File: src/rtl/r4_bfly_out_serializer.sv
// r4_bfly_out_serializer
// Captures a radix-4 butterfly output group (four complex IEEE-754 singles)
// in one cycle and streams it out one complex sample per cycle, index
// order 0..3, over valid/ready. Buffers up to DEPTH groups.
// Optional: define R4_SER_SCALE_EN to scale each output word by 1/4 through
// an exponent adjustment on the output path (requires DATA_W == 32).
module r4_bfly_out_serializer #(
    parameter int DATA_W = 32,
    parameter int DEPTH  = 2
) (
    input  logic              clk,
    input  logic              reset,
    input  logic              in_valid,
    output logic              in_ready,
    input  logic [DATA_W-1:0] Y0r,
    input  logic [DATA_W-1:0] Y1r,
    input  logic [DATA_W-1:0] Y2r,
    input  logic [DATA_W-1:0] Y3r,
    input  logic [DATA_W-1:0] Y0i,
    input  logic [DATA_W-1:0] Y1i,
    input  logic [DATA_W-1:0] Y2i,
    input  logic [DATA_W-1:0] Y3i,
    output logic              out_valid,
    input  logic              out_ready,
    output logic [DATA_W-1:0] out_re,
    output logic [DATA_W-1:0] out_im,
    output logic [1:0]        out_idx,
    output logic              out_last,
    output logic              err_drop
);

    localparam int PW = (DEPTH > 1) ? $clog2(DEPTH) : 1;
    localparam int CW = PW + 1;
    localparam logic [CW-1:0] FULL = CW'(DEPTH);

    logic [DATA_W-1:0] r_mem_re [DEPTH][4];
    logic [DATA_W-1:0] r_mem_im [DEPTH][4];
    logic [PW-1:0]     r_wr_ptr;
    logic [PW-1:0]     r_rd_ptr;
    logic [CW-1:0]     r_count;
    logic [1:0]        r_idx;
    logic              r_err_drop;

    logic              w_push;
    logic              w_pop;
    logic              w_free;
    logic [DATA_W-1:0] w_raw_re;
    logic [DATA_W-1:0] w_raw_im;

`ifdef R4_SER_SCALE_EN
    // Multiply a single-precision word by 1/4; tiny normals flush to signed zero.
    function automatic logic [DATA_W-1:0] f_scale(input logic [DATA_W-1:0] x);
        logic [7:0] e;
        e = x[30:23];
        if (e == 8'd255)
            f_scale = x;
        else if (e <= 8'd2)
            f_scale = {x[31], 31'b0};
        else
            f_scale = {x[31], e - 8'd2, x[22:0]};
    endfunction
`endif

    assign in_ready  = (r_count != FULL);
    assign out_valid = (r_count != '0);
    assign w_push    = in_valid && in_ready;
    assign w_pop     = out_valid && out_ready;
    assign w_free    = w_pop && (r_idx == 2'd3);

    assign w_raw_re  = r_mem_re[r_rd_ptr][r_idx];
    assign w_raw_im  = r_mem_im[r_rd_ptr][r_idx];

    // Output path: combinational read of the current slot, forced to 0 when empty.
    always_comb begin
`ifdef R4_SER_SCALE_EN
        out_re = out_valid ? f_scale(w_raw_re) : '0;
        out_im = out_valid ? f_scale(w_raw_im) : '0;
`else
        out_re = out_valid ? w_raw_re : '0;
        out_im = out_valid ? w_raw_im : '0;
`endif
    end

    assign out_idx  = r_idx;
    assign out_last = out_valid && (r_idx == 2'd3);
    assign err_drop = r_err_drop;

    // Group storage: written whole on an accepted push; never reset (data only).
    always_ff @(posedge clk) begin
        if (w_push) begin
            r_mem_re[r_wr_ptr][0] <= Y0r;
            r_mem_re[r_wr_ptr][1] <= Y1r;
            r_mem_re[r_wr_ptr][2] <= Y2r;
            r_mem_re[r_wr_ptr][3] <= Y3r;
            r_mem_im[r_wr_ptr][0] <= Y0i;
            r_mem_im[r_wr_ptr][1] <= Y1i;
            r_mem_im[r_wr_ptr][2] <= Y2i;
            r_mem_im[r_wr_ptr][3] <= Y3i;
        end
    end

    // Control: pointers, group count, sample index and sticky overflow flag.
    always_ff @(posedge clk or negedge reset) begin
        if (!reset) begin
            r_wr_ptr   <= '0;
            r_rd_ptr   <= '0;
            r_count    <= '0;
            r_idx      <= 2'd0;
            r_err_drop <= 1'b0;
        end else begin
            if (w_push)
                r_wr_ptr <= r_wr_ptr + PW'(1);
            if (w_pop)
                r_idx <= r_idx + 2'd1;
            if (w_free)
                r_rd_ptr <= r_rd_ptr + PW'(1);
            if (w_push && !w_free)
                r_count <= r_count + CW'(1);
            else if (!w_push && w_free)
                r_count <= r_count - CW'(1);
            if (in_valid && !in_ready)
                r_err_drop <= 1'b1;
        end
    end

endmodule

File: config.mk
export PLATFORM = sky130hd
export DESIGN_NAME = r4_bfly_out_serializer
export DESIGN_NICKNAME = d
export VERILOG_FILES = /design/src/rtl/r4_bfly_out_serializer.sv
export SDC_FILE = /design/constraint.sdc
export NUM_CORES = 1
export LEC_CHECK = 0
export ABC_AREA = 1
export CAP_MARGIN = 25
export CORE_ASPECT_RATIO = 1.75
export CORE_MARGIN = 10
export CORE_UTILIZATION = 61
export CTS_BUF_LIST = sky130_fd_sc_hd__clkbuf_8
export CTS_CLUSTER_SIZE = 24
export DETAILED_ROUTE_END_ITERATION = 7
export PLACE_DENSITY = 0.95
export SLEW_MARGIN = 20
export SYNTH_ARGS = -nofsm -noshare
export SYNTH_HDL_FRONTEND = slang
export SYNTH_SLANG_ARGS = --single-unit
export TNS_END_PERCENT = 50
File: constraint.sdc
create_clock -name clk -period 24.7 [get_ports clk]
set_input_delay 7.41 -clock clk [delete_from_list [all_inputs] [get_ports clk]]
set_output_delay 7.41 -clock clk [all_outputs]
set_load 0.01 [all_outputs]
-- Yosys cells after proc, flatten, opt, wreduce, memory -nomap -nowiden
Memory sizes are Yosys's and may differ from the RTL's.
Index checks and enable logic that the tools add are counted.
- magnitude comparators: 1
- bitwise logic cells: 1
- add/subtract/negate cells: 5
- mux-type cells: 12
- reduce and logical (&&, ||, !) cells: 12
- equality and inequality tests: 2
- operator list (kind ; count):
    $mux W32 ; 6
    $bmux W32 S2 ; 2
    $logic_and A1 B1 Y1 ; 7
    $add A2 B1 Y2 const B ; 2
    $mux W2 ; 2
    $reduce_bool A2 Y1 ; 2
    $ge A3 B3 Y1 const B ; 1
    $logic_not A1 Y1 ; 3
    $not A2 Y3 ; 1
    $add A1 B1 Y1 const B ; 2
    $eq A2 B2 Y1 const B ; 1
    $mux W1 ; 2
    $ne A2 B2 Y1 const B ; 1
    $sub A2 B1 Y2 const B ; 1
- input port bits: 260
- bits in writable memories: 512
- memories kept: 2
- output and inout port bits: 70
- bits in registers: 7
- word-level logic and storage cells: 40
- memories (memory ; depth ; width ; rd ports ; clocked after Yosys merged registers in ; write ports ; line ; text):
    r_mem_im ; 2 ; 128 ; 1 ; 0 ; 1 ; 37 ; logic [DATA_W-1:0] r_mem_im [DEPTH][4];
    r_mem_re ; 2 ; 128 ; 1 ; 0 ; 1 ; 36 ; logic [DATA_W-1:0] r_mem_re [DEPTH][4];

-- Depth between registers and ports, before layout
Gate-level depths: netlist (run 1).
- depth after elaboration: 6
- mapped depth: 9
- mapped depth without buffers: 8

-- Least setup slack after synthesis (run 1)
No wires, ideal clock.
- kind: input -> register
- start point: in in_valid
- end point: mem r_mem_im[1][0] (netlist name) (enable)
- library setup time: 0.878 ns
- stages: 2
- path buffers: 0
- data required time: 23.822 ns
- slack: 5.697 ns
- arrival time: 18.125 ns
- cell sequence: nand2_1 -> nor2_1
- word-level cells in the longest chain between the ends: 3
- RTL lines (item ; line ; text):
    start, declared ; 13 ; input logic in_valid,
    $logic_and A1 B1 Y1 ; 66 ; assign w_push = in_valid && in_ready;
    $mux W1 ; 90 ; if (w_push) begin
    $mux W1 (implied by the code) ; 98 ; r_mem_im[r_wr_ptr][3] <= Y3i;
    end, declared ; 37 ;
Every way passes these cells.

-- Final worst setup path (run 1)
- start point: reg r_idx[0] (netlist: out_idx[0])
- end point: out out_re[10]
- word-level cells in the longest chain between the ends: 5
- RTL lines (item ; line ; text):
    start, declared ; 41 ; logic [1:0] r_idx;
    start signal, assigned ; 114 ; r_idx <= r_idx + 2'd1;
    $not A2 Y3 (implied by the code) ; 70 ; assign w_raw_re = r_mem_re[r_rd_ptr][r_idx];
    $bmux W32 S2 ; 70 ;
    $mux W32 (implied by the code) (2 in a row) ; 70 ;
    $mux W32 ; 79 ; out_re = out_valid ? w_raw_re : '0;
    end, declared ; 25 ; output logic [DATA_W-1:0] out_re,
Every way passes these cells. The select of a mux whose other input is x is not followed.

==> results of run 1 <==
## power groups by stage
| stage | logic (mW) | clock network, mW | registers, mW |
|---|---|---|---|
| after CTS | 1.30 | 0.642 | 1.31 |
| after floorplan | 0.838 | 0 | 1.35 |
| after global routing | 1.45 | 0.685 | 1.32 |
| final | 1.33 | 0.638 | 1.31 |
| after detailed placement | 1.29 | 0 | 1.33 |
| after global placement | 1.22 | 0 | 1.31 |
## per-stage QoR
step | setup slack (ns) | cells | cell area [µm²] | power (mW)
after floorplan | 5.70 | 2254 | 22800 | 2.19
after global placement | 13.61 | 2964 | 26100 | 2.53
after detailed placement | 13.53 | 2966 | 26200 | 2.61
after CTS | 13.10 | 3086 | 27500 | 3.25
after global routing | 12.89 | 3104 | 27700 | 3.45
final | 13.07 | 3104 | 27700 | 3.28
## critical path: cells and delay by family (launching register included)
kind                   cells  cell delay, ns
flip-flops                 1            0.76
buffers and inverters      3            2.10
AND/OR/NAND/NOR            4            0.60
## cells in the final DEF (no fill, tap or decap), drive strengths merged
cell type and n:
a21oi 1, a31o 1, buf 19, bufinv 4, clkbuf 77, clkdlybuf4s50 329, clkinv 17, clkinvlp 3
dfrtp 7, diode 13, edfxtp 512, ha 2, inv 538, nand2 646, nand3 321, nor2 134
o21ai 1, xnor2 2, xor2 2
## cells by family after synthesis
family / share of synthesized area, %
AO/OA/AOI/OAI: 0.0823
XOR/XNOR: 0.154
adder cells (fa/ha/maj): 0.110
buffers and inverters: 11.5
flip-flops: 68.2
AND/OR/NAND/NOR: 19.9
## layout make-up
type / count / area (µm²) / share of cell area (%)
flip-flops and latches: 519 / 15600 / 56.2
clock buffers: 77 / 1060 / 3.83
clock inverters: 43 / 285 / 1.03
well taps: 475 / 594 / 2.15
inverters: 519 / 1960 / 7.06
repair buffers: 348 / 3570 / 12.9
multi-input cells: 1110 / 4630 / 16.7
diodes: 13 / 32.5 / 0.117
## Yosys cell counts
master and instances:
a31o_2 1, nand2_1 646, buf_4 1, nand3_1 321, inv_4 1, edfxtp_1 512
inv_1 518, buf_2 67, clkbuf_1 11, ha_1 2, buf_6 26, a21oi_1 1
dfrtp_1 7, buf_1 1, nor2_1 134, o21ai_0 1, xnor2_1 2, xor2_1 2
## metal layers
| layer | vias to the layer above | GRT usage, % |
|---|---|---|
| met5 | - | 0 |
| met4 | 4 | 19.3 |
| met3 | 274 | 5.00 |
| met2 | 1113 | 46.2 |
| met1 | 8014 | 27.8 |
| li1 | 7690 | - |
## flip-flops by register name (all words and copies together), names as in the netlist
register,cells
err_drop,1
out_idx,2
r_count,2
r_mem_im,256
r_mem_re,256
r_wr_ptr,1
r_rd_ptr,1
## final timing paths
kind                                        start                         end  slack, ns  depth (start not counted)
min in group asynchronous                   reset        err_drop$_DFFE_PN0P_       7.08                          1
min                        r_count[0]$_DFFE_PN0P_      r_count[0]$_DFFE_PN0P_       0.51                          1
max in group asynchronous                   reset        r_rd_ptr$_DFFE_PN0P_      17.29                          1
max                        out_idx[0]$_DFFE_PN0P_                  out_re[10]      13.07                          7
max reg2reg                r_count[0]$_DFFE_PN0P_  r_mem_im[0][119]$_DFFE_PP_      21.42                          6
min reg2reg                r_count[0]$_DFFE_PN0P_      r_count[0]$_DFFE_PN0P_       0.51                          1
==> results.py, run 1 <==
metrics = {
    "cts": {
        "numCtsBuffers": 71,
        "cts_sinks": 519,
        "cts_buffer_depth": 3,
        "cts_tree": "done",
        "path_clk_slew_ns": 0.07,
        "clock-root-buffer": "clkbuf_8",
        "ctsHtreeMaxLevel": 3,
        "hold_buffers": 0,
        "clk_latency_ns": 0.62,
        "cts_setup_buffers": 0,
        "cts_resized": 0,
    },
    "floorplanning": {
        "die_h_um": 276,
        "die_w_um": 166,
        "start_util_pct": 61.8,
        "dieArea_um2": 45800,
        "fp.coreArea_um2": 36900,
        "num_rows": 93,
        "num_io_pins": 330,
    },
    "sta": {
        "finalHoldViolCount": 0,
        "worst_clock_skew_ns": 0.0225,
        "max_freq_ghz": 0.0860,
        "rsz0062_at_grt": "false",
        "holdWs_ns": 0.509,
        "finalCritPeriodShare_pct": 47.1,
        "slew_headroom_pct": 27.4,
        "tns_ns": 0,
        "worst_pin_slew_ns": 1.09,
        "finalMaxSlewViolations": 0,
        "setup_viol": 0,
        "period_minus_slack_ns": 11.63,
    },
    "final_layout": {
        "final_util_pct": 75.1,
        "syn2layout_area_growth_pct": 21.5,
        "drive_gt1_share_pct": 4.51,
        "nFillCells": 2083,
        "nets": 2831,
    },
    "critical_path": {
        "startpoint_type": "flip-flop",
        "path_max_fanout": 72,
        "worstPathArrival_ns": 4.22,
        "cp-end-kind": "output pin",
        "cpMostUsedCell": "nor2_1",
        "cp_slowest_stage_delay_ns": 0.82,
        "cp_data_required_time_ns": 17.29,
        "slowest_stage": "buf_4",
        "criticalPathCategory": "flip-flop to output pin",
        "crit_chain": "inv_4, buf_4, nand3_1, nand2_1, nor2_1, nor2_1, clkdlybuf4s50_1",
    },
    "drt": {
        "drtIter0Drc": 1881,
        "routed_via_density": 5.51,
        "met1Wirelength_mm": 20.2,
        "num_vias": 17100,
        "ant_nets": 0,
        "drt_wl_total_mm": 62.8,
        "drtPass1Iterations": 5,
        "top_layer_used": "met5",
        "met2_length_mm": 33.1,
        "drcViolationCount": 0,
        "wl_per_cell_um": 20.2,
        "route.met3.wl_mm": 5.17,
    },
    "global_routing": {
        "grt_pass1_vias": 17700,
        "grt_first_pass_wirelength_mm": 94.6,
        "grt_max_degree": 196,
        "grtUsageTotal_pct": 26.3,
        "antenna_found_initial": 15,
        "overflow": 0,
    },
    "logic_synthesis": {
        "ys_top_cells_by_area": "edfxtp_1 67%, nand2_1 11%, inv_1 8.5%, nand3_1 7.0%, nor2_1 2.2%",
        "yosys_warnings": 0,
        "syn_nets": 2516,
        "synth.largest_area_cell": "edfxtp_1",
        "ys_seq_area_share_pct": 68.2,
        "syn_area_um2": 22800,
        "ys_types": 18,
        "synth_seq_cells": 519,
        "synthCells": 2254,
        "syn_avg_cell_area_um2": 10.1,
        "netlist.area_leader.share_pct": 67.4,
    },
    "placement": {
        "hpwl_mm": 40.1,
        "port_buffers": 329,
        "gp_congestion": 0.848,
    },
    "power": {
        "power_density_nw_per_um2": 118,
        "p_sw_mw": 1.26,
        "pwr-share-clk_pct": 19.5,
        "internal_power_mw": 2.02,
        "combPwrFrac_pct": 40.6,
        "seqPwrFrac_pct": 40.0,
        "switching_share_pct": 38.5,
        "power_leakage_nw": 12.4,
        "ir_worst_vdd_mv": 0.120,
    },
    "run": {
        "maxCapViolCount": 0,
    },
    "outcome": {
        "status": "finished, final reports clean",
    },
    "min_path": {
        "hold_path_class": "flip-flop to flip-flop",
    },
}
(Power assumes the default switching activity.)
==> run 2, diff against run 1 <==
Settings changed: CORE_UTILIZATION 61 to 51, PLACE_DENSITY 0.95 to 0.9.
Clock period 24.7 ns to 10.15 ns, I/O delays scaled along.
==> run 2 against run 1 <==
Net effect: clock power rose by 150%; critical path type unchanged; sequential share of layout area fell by 0.30 points; routed wire length fell by 0.22%; clock-buffer cell count fell by 1; final cell count rose by 4.0%; first-iteration DRC count fell by 28%.
==> results.py, run 2 (synthesized netlist as in run 1, its figures left out) <==
metrics = {
    "global_routing": {
        "grtUsageTotal_pct": 22.3,
        "grt_pass1_vias": 17400,
        "overflow": 0,
        "antenna_found_initial": 30,
        "grt_max_degree": 149,
        "grt_first_pass_wirelength_mm": 94.6,
    },
    "placement": {
        "hpwl_mm": 39.8,
        "placed_cells": 3066,
        "gp_congestion": 0.872,
        "port_buffers": 329,
        "placed_area_um2": 26300,
    },
    "cts": {
        "ctsHtreeMaxLevel": 3,
        "hold_buffers": 0,
        "cts_setup_buffers": 0,
        "cts_buffer_depth": 3,
        "cts_tree": "done",
        "numCtsBuffers": 72,
        "clk_latency_ns": 0.63,
        "clock-root-buffer": "clkbuf_8",
        "path_clk_slew_ns": 0.07,
        "cts_resized": 0,
        "cts_sinks": 519,
    },
    "final_layout": {
        "syn2layout_area_growth_pct": 22.1,
        "reg_top3": "r_mem_im (256), r_mem_re (256)",
        "final_util_pct": 62.9,
        "final_cell_mix": "646 x nand2_1, 532 x inv_1, 512 x edfxtp_1",
        "layout_commonest_cell": "nand2_1",
        "nFillCells": 3185,
        "nets": 2832,
        "fin_cells": 3228,
        "fin_area_um2": 27800,
        "drive_gt1_share_pct": 4.72,
    },
    "drt": {
        "ant_nets": 0,
        "drtIter0Drc": 1362,
        "routed_via_density": 5.17,
        "num_vias": 16700,
        "drtPass1Iterations": 7,
        "wl_per_cell_um": 19.4,
        "drcViolationCount": 0,
        "drt_wl_total_mm": 62.7,
    },
    "sta": {
        "setup_viol": 0,
        "tns_ns": 0,
        "rsz0062_at_grt": "false",
        "finalCritPeriodShare_pct": 71.4,
        "finalMaxSlewViolations": 0,
        "period_minus_slack_ns": 7.24,
        "finalHoldViolCount": 0,
        "worst_pin_slew_ns": 1.06,
        "worst_clock_skew_ns": 0.0202,
        "max_freq_ghz": 0.138,
        "slew_headroom_pct": 29.4,
    },
    "critical_path": {
        "criticalPathCategory": "flip-flop to output pin",
        "path_buf_inv": 3,
        "crit_chain": "inv_4, buf_4, nand3_1, nand3_1, nand2_1, nor2_1, clkdlybuf4s50_1",
        "startpoint_type": "flip-flop",
        "worstPathArrival_ns": 4.20,
        "path_max_fanout": 68,
        "slowest_stage": "inv_4",
        "cpMostUsedCell": "nand3_1",
        "cp_top_family": "buffers and inverters",
        "cp_slowest_stage_delay_ns": 0.76,
        "cp-end-kind": "output pin",
        "cp_data_required_time_ns": 7.11,
    },
    "run": {
        "maxCapViolCount": 0,
    },
    "floorplanning": {
        "fp.coreArea_um2": 44300,
        "num_io_pins": 330,
        "dieArea_um2": 53900,
        "num_rows": 102,
        "die_w_um": 180,
        "start_util_pct": 51.5,
        "die_h_um": 300,
    },
    "power": {
        "ir_worst_vdd_mv": 0.262,
        "power_leakage_nw": 12.4,
        "power_density_nw_per_um2": 285,
    },
    "outcome": {
        "status": "finished, final reports clean",
    },
    "min_path": {
        "hold_path_class": "flip-flop to flip-flop",
    },
}
==> run 2: cell types whose count changed in the layout (fill, tap and decap cells not counted), sizes merged <==
cell and delta:
diode +17, inv -3, clkbuf -1, clkinvlp +2, clkinv +12
==> run 2: per-stage QoR <==
stage               hold WS [ns]  power [mW]  setup slack (ns)
floorplan                  0.467        5.22            -0.149
global placement           0.462        6.21              3.62
detailed placement         0.490        6.35              3.56
CTS                        0.517        7.93              2.87
global route               0.519        8.41              2.76
finish                     0.519        7.93              2.91
==> run 2: routing by layer <==
metal / global-route usage (%) / up-vias / wire (µm)
met3: 4.28 / 210 / 4590
met5: 0 / - / 0
li1: - / 7719 / -
met2: 39.0 / 916 / 33300
met4: 17.3 / 0 / 3760
met1: 23.4 / 7834 / 21100
==> run 2: path summary, 6_finish.rpt <==
path | from | endpoint | slack, ns | depth (start not counted)
max | out_idx[0]$_DFFE_PN0P_ | out_im[14] | 2.91 | 7
min | err_drop$_DFFE_PN0P_ | err_drop$_DFFE_PN0P_ | 0.52 | 1
max reg2reg | r_count[0]$_DFFE_PN0P_ | r_mem_re[0][59]$_DFFE_PP_ | 6.79 | 6
min reg2reg | err_drop$_DFFE_PN0P_ | err_drop$_DFFE_PN0P_ | 0.52 | 1
max in group asynchronous | reset | r_rd_ptr$_DFFE_PN0P_ | 7.07 | 1
min in group asynchronous | reset | out_idx[1]$_DFFE_PN0P_ | 2.73 | 1
==> run 2: where the power goes <==
group	internal [mW]	leakage [nW]	switching (mW)
clock	0.801	0.761	0.781
sequential	2.93	4.83	0.211
combinational	1.17	6.79	2.04
total	4.90	12.4	3.04
==> run 2: final cells by class <==
| class | count | area (µm²) | share of cell area, % |
|---|---|---|---|
| Inverter | 519 | 1960 | 7.03 |
| Timing Repair Buffer | 348 | 3510 | 12.6 |
| Clock buffer | 76 | 1050 | 3.76 |
| Tap cell | 572 | 716 | 2.57 |
| Antenna cell | 30 | 75.1 | 0.270 |
| Multi-Input combinational cell | 1110 | 4630 | 16.6 |
| Clock inverter | 54 | 344 | 1.24 |
| Sequential cell | 519 | 15600 | 55.9 |
==> run 3, diff against run 2 <==
Clock period 10.15 ns to 5.8 ns, I/O delays scaled along.
==> run 3 against run 2 <==
Net effect: final cell count is 0.46% lower; routed wire length fell by 2.4%; clock power up 68%; worst hold slack worse by 0.018 ns; die area stayed put; design area rose by 0.14%; sequential share of layout area shrank 0.080 points; critical endpoint is now out_im[15]; highest routed layer unchanged.
==> results.py, run 3 (synthesized netlist as in run 1, its figures left out) <==
metrics = {
    "critical_path": {
        "critPathLaunch": "r_rd_ptr$_DFFE_PN0P_",
        "criticalPathCategory": "flip-flop to output pin",
        "ff2ff_path_depth": 8,
        "regToRegStartpoint": "out_idx[1]$_DFFE_PN0P_",
        "cp_data_required_time_ns": 4.06,
        "worstPathArrival_ns": 3.36,
        "path_max_fanout": 143,
        "startpoint_type": "flip-flop",
        "cp-end-kind": "output pin",
    },
    "final_layout": {
        "reg_top3": "r_mem_im (256), r_mem_re (256)",
        "syn2layout_area_growth_pct": 22.3,
        "nFillCells": 3143,
        "nets": 2840,
        "drive_gt1_share_pct": 4.83,
        "layout_commonest_cell": "nand2_1",
        "fin_cells": 3213,
        "fin_area_um2": 27900,
        "final_cell_mix": "645 x nand2_1, 538 x inv_1, 512 x edfxtp_1",
    },
    "global_routing": {
        "grt_max_degree": 144,
        "grt_first_pass_wirelength_mm": 94.8,
        "grtUsageTotal_pct": 22.2,
        "grt_pass1_vias": 17600,
        "antenna_found_initial": 12,
        "overflow": 0,
    },
    "run": {
        "maxCapViolCount": 0,
    },
    "power": {
        "p_total_mw": 13.9,
        "power_density_nw_per_um2": 498,
        "power_leakage_nw": 12.4,
        "ir_worst_vdd_mv": 0.494,
    },
    "drt": {
        "wl_per_cell_um": 19.0,
        "drtIter0Drc": 1499,
        "ant_nets": 0,
        "drtPass1Iterations": 6,
        "routed_via_density": 5.19,
        "num_vias": 16700,
        "drcViolationCount": 0,
        "drt_wl_total_mm": 61.2,
    },
    "sta": {
        "max_freq_ghz": 0.196,
        "period_minus_slack_ns": 5.10,
        "setup_viol": 0,
        "tns_ns": 0,
        "finalHoldViolCount": 0,
        "finalMaxSlewViolations": 0,
        "slew_headroom_pct": 32.2,
        "worst_clock_skew_ns": 0.0342,
        "rsz0062_at_grt": "false",
        "finalCritPeriodShare_pct": 87.9,
        "worst_pin_slew_ns": 1.02,
        "holdWs_ns": 0.501,
    },
    "cts": {
        "cts_resized": 0,
        "cts_tree": "done",
        "hold_buffers": 0,
        "path_clk_slew_ns": 0.07,
        "ctsHtreeMaxLevel": 3,
        "cts_setup_buffers": 0,
        "clk_latency_ns": 0.65,
        "numCtsBuffers": 73,
        "cts_buffer_depth": 3,
        "clock-root-buffer": "clkbuf_8",
        "cts_sinks": 519,
    },
    "min_path": {
        "min_from": "err_drop$_DFFE_PN0P_",
        "hold_path_class": "flip-flop to flip-flop",
        "min_delay_path_depth": 1,
    },
    "floorplanning": {
        "start_util_pct": 51.5,
        "num_io_pins": 330,
        "die_w_um": 180,
        "fp.coreArea_um2": 44300,
        "num_rows": 102,
        "dieArea_um2": 53900,
        "die_h_um": 300,
    },
    "placement": {
        "placed_area_um2": 26500,
        "port_buffers": 329,
        "gp_congestion": 0.852,
        "hpwl_mm": 40.0,
        "placed_cells": 3075,
    },
    "outcome": {
        "status": "finished, final reports clean",
    },
}
run 3: cell count changes in the layout (fill, tap and decap cells not counted), sizes merged:
cell and delta:
diode -18, clkbuf -2, buf +7, inv +8, bufinv -2, clkinv -4
clkinvlp -4
run 3: worst max-delay path: stages, from the launching register on:
cell	delay [ns]
dfrtp_4	0.72
inv_8	0.32
buf_12	0.37
nand2_1	0.09
nand3_1	0.06
nand2_1	0.10
nor2_1	0.04
nor2_1	0.22
clkdlybuf4s50_1	0.60
run 3: power by group:
part	switching, mW	internal, mW
Combinational	3.61	2.12
Sequential	0.382	5.12
Clock	1.36	1.29
run 3: final cells by class:
| class | instances | area (µm²) | area share (%) |
|---|---|---|---|
| clock inverter | 52 | 310 | 1.11 |
| clock buffer | 74 | 1020 | 3.65 |
| sequential | 519 | 15600 | 55.8 |
| multi-input combinational | 1110 | 4640 | 16.7 |
| timing repair buffer | 355 | 3640 | 13.1 |
| tap | 572 | 716 | 2.57 |
| inverter | 519 | 1960 | 7.02 |
| antenna | 12 | 30.0 | 0.108 |
run 3: path summary, 6_finish.rpt:
| check | slack, ns | to |
|---|---|---|
| worst max-delay path | 0.70 | out_im[15] |
| worst max register to register | 3.21 | r_count[1]$_DFFE_PN0P_ |
| worst min-delay path | 0.50 | err_drop$_DFFE_PN0P_ |
| max in group asynchronous | 4.07 | out_idx[1]$_DFFE_PN0P_ |
| worst min register to register | 0.50 | err_drop$_DFFE_PN0P_ |
| min in group asynchronous | 1.41 | err_drop$_DFFE_PN0P_ |
run 3: per-layer routing:
| layer | part of all wire, % | routed length [µm] | vias to the layer above | GRT usage [%] |
|---|---|---|---|---|
| met2 | 52 | 31900 | 924 | 38.9 |
| met1 | 34 | 20900 | 7824 | 23.5 |
| met5 | 0 | 0 | - | 0 |
| met4 | 6.4 | 3900 | 0 | 15.7 |
| met3 | 7.4 | 4530 | 215 | 4.35 |
| li1 | - | - | 7718 | - |
run 3: through the flow:
stage                     setup slack, ns  utilization (%)
final                               0.699             62.9
after global routing                0.568             62.9
after CTS                           0.728             62.9
after detailed placement             1.43             59.9
after global placement               1.46             59.9
after floorplan                    -0.230                -
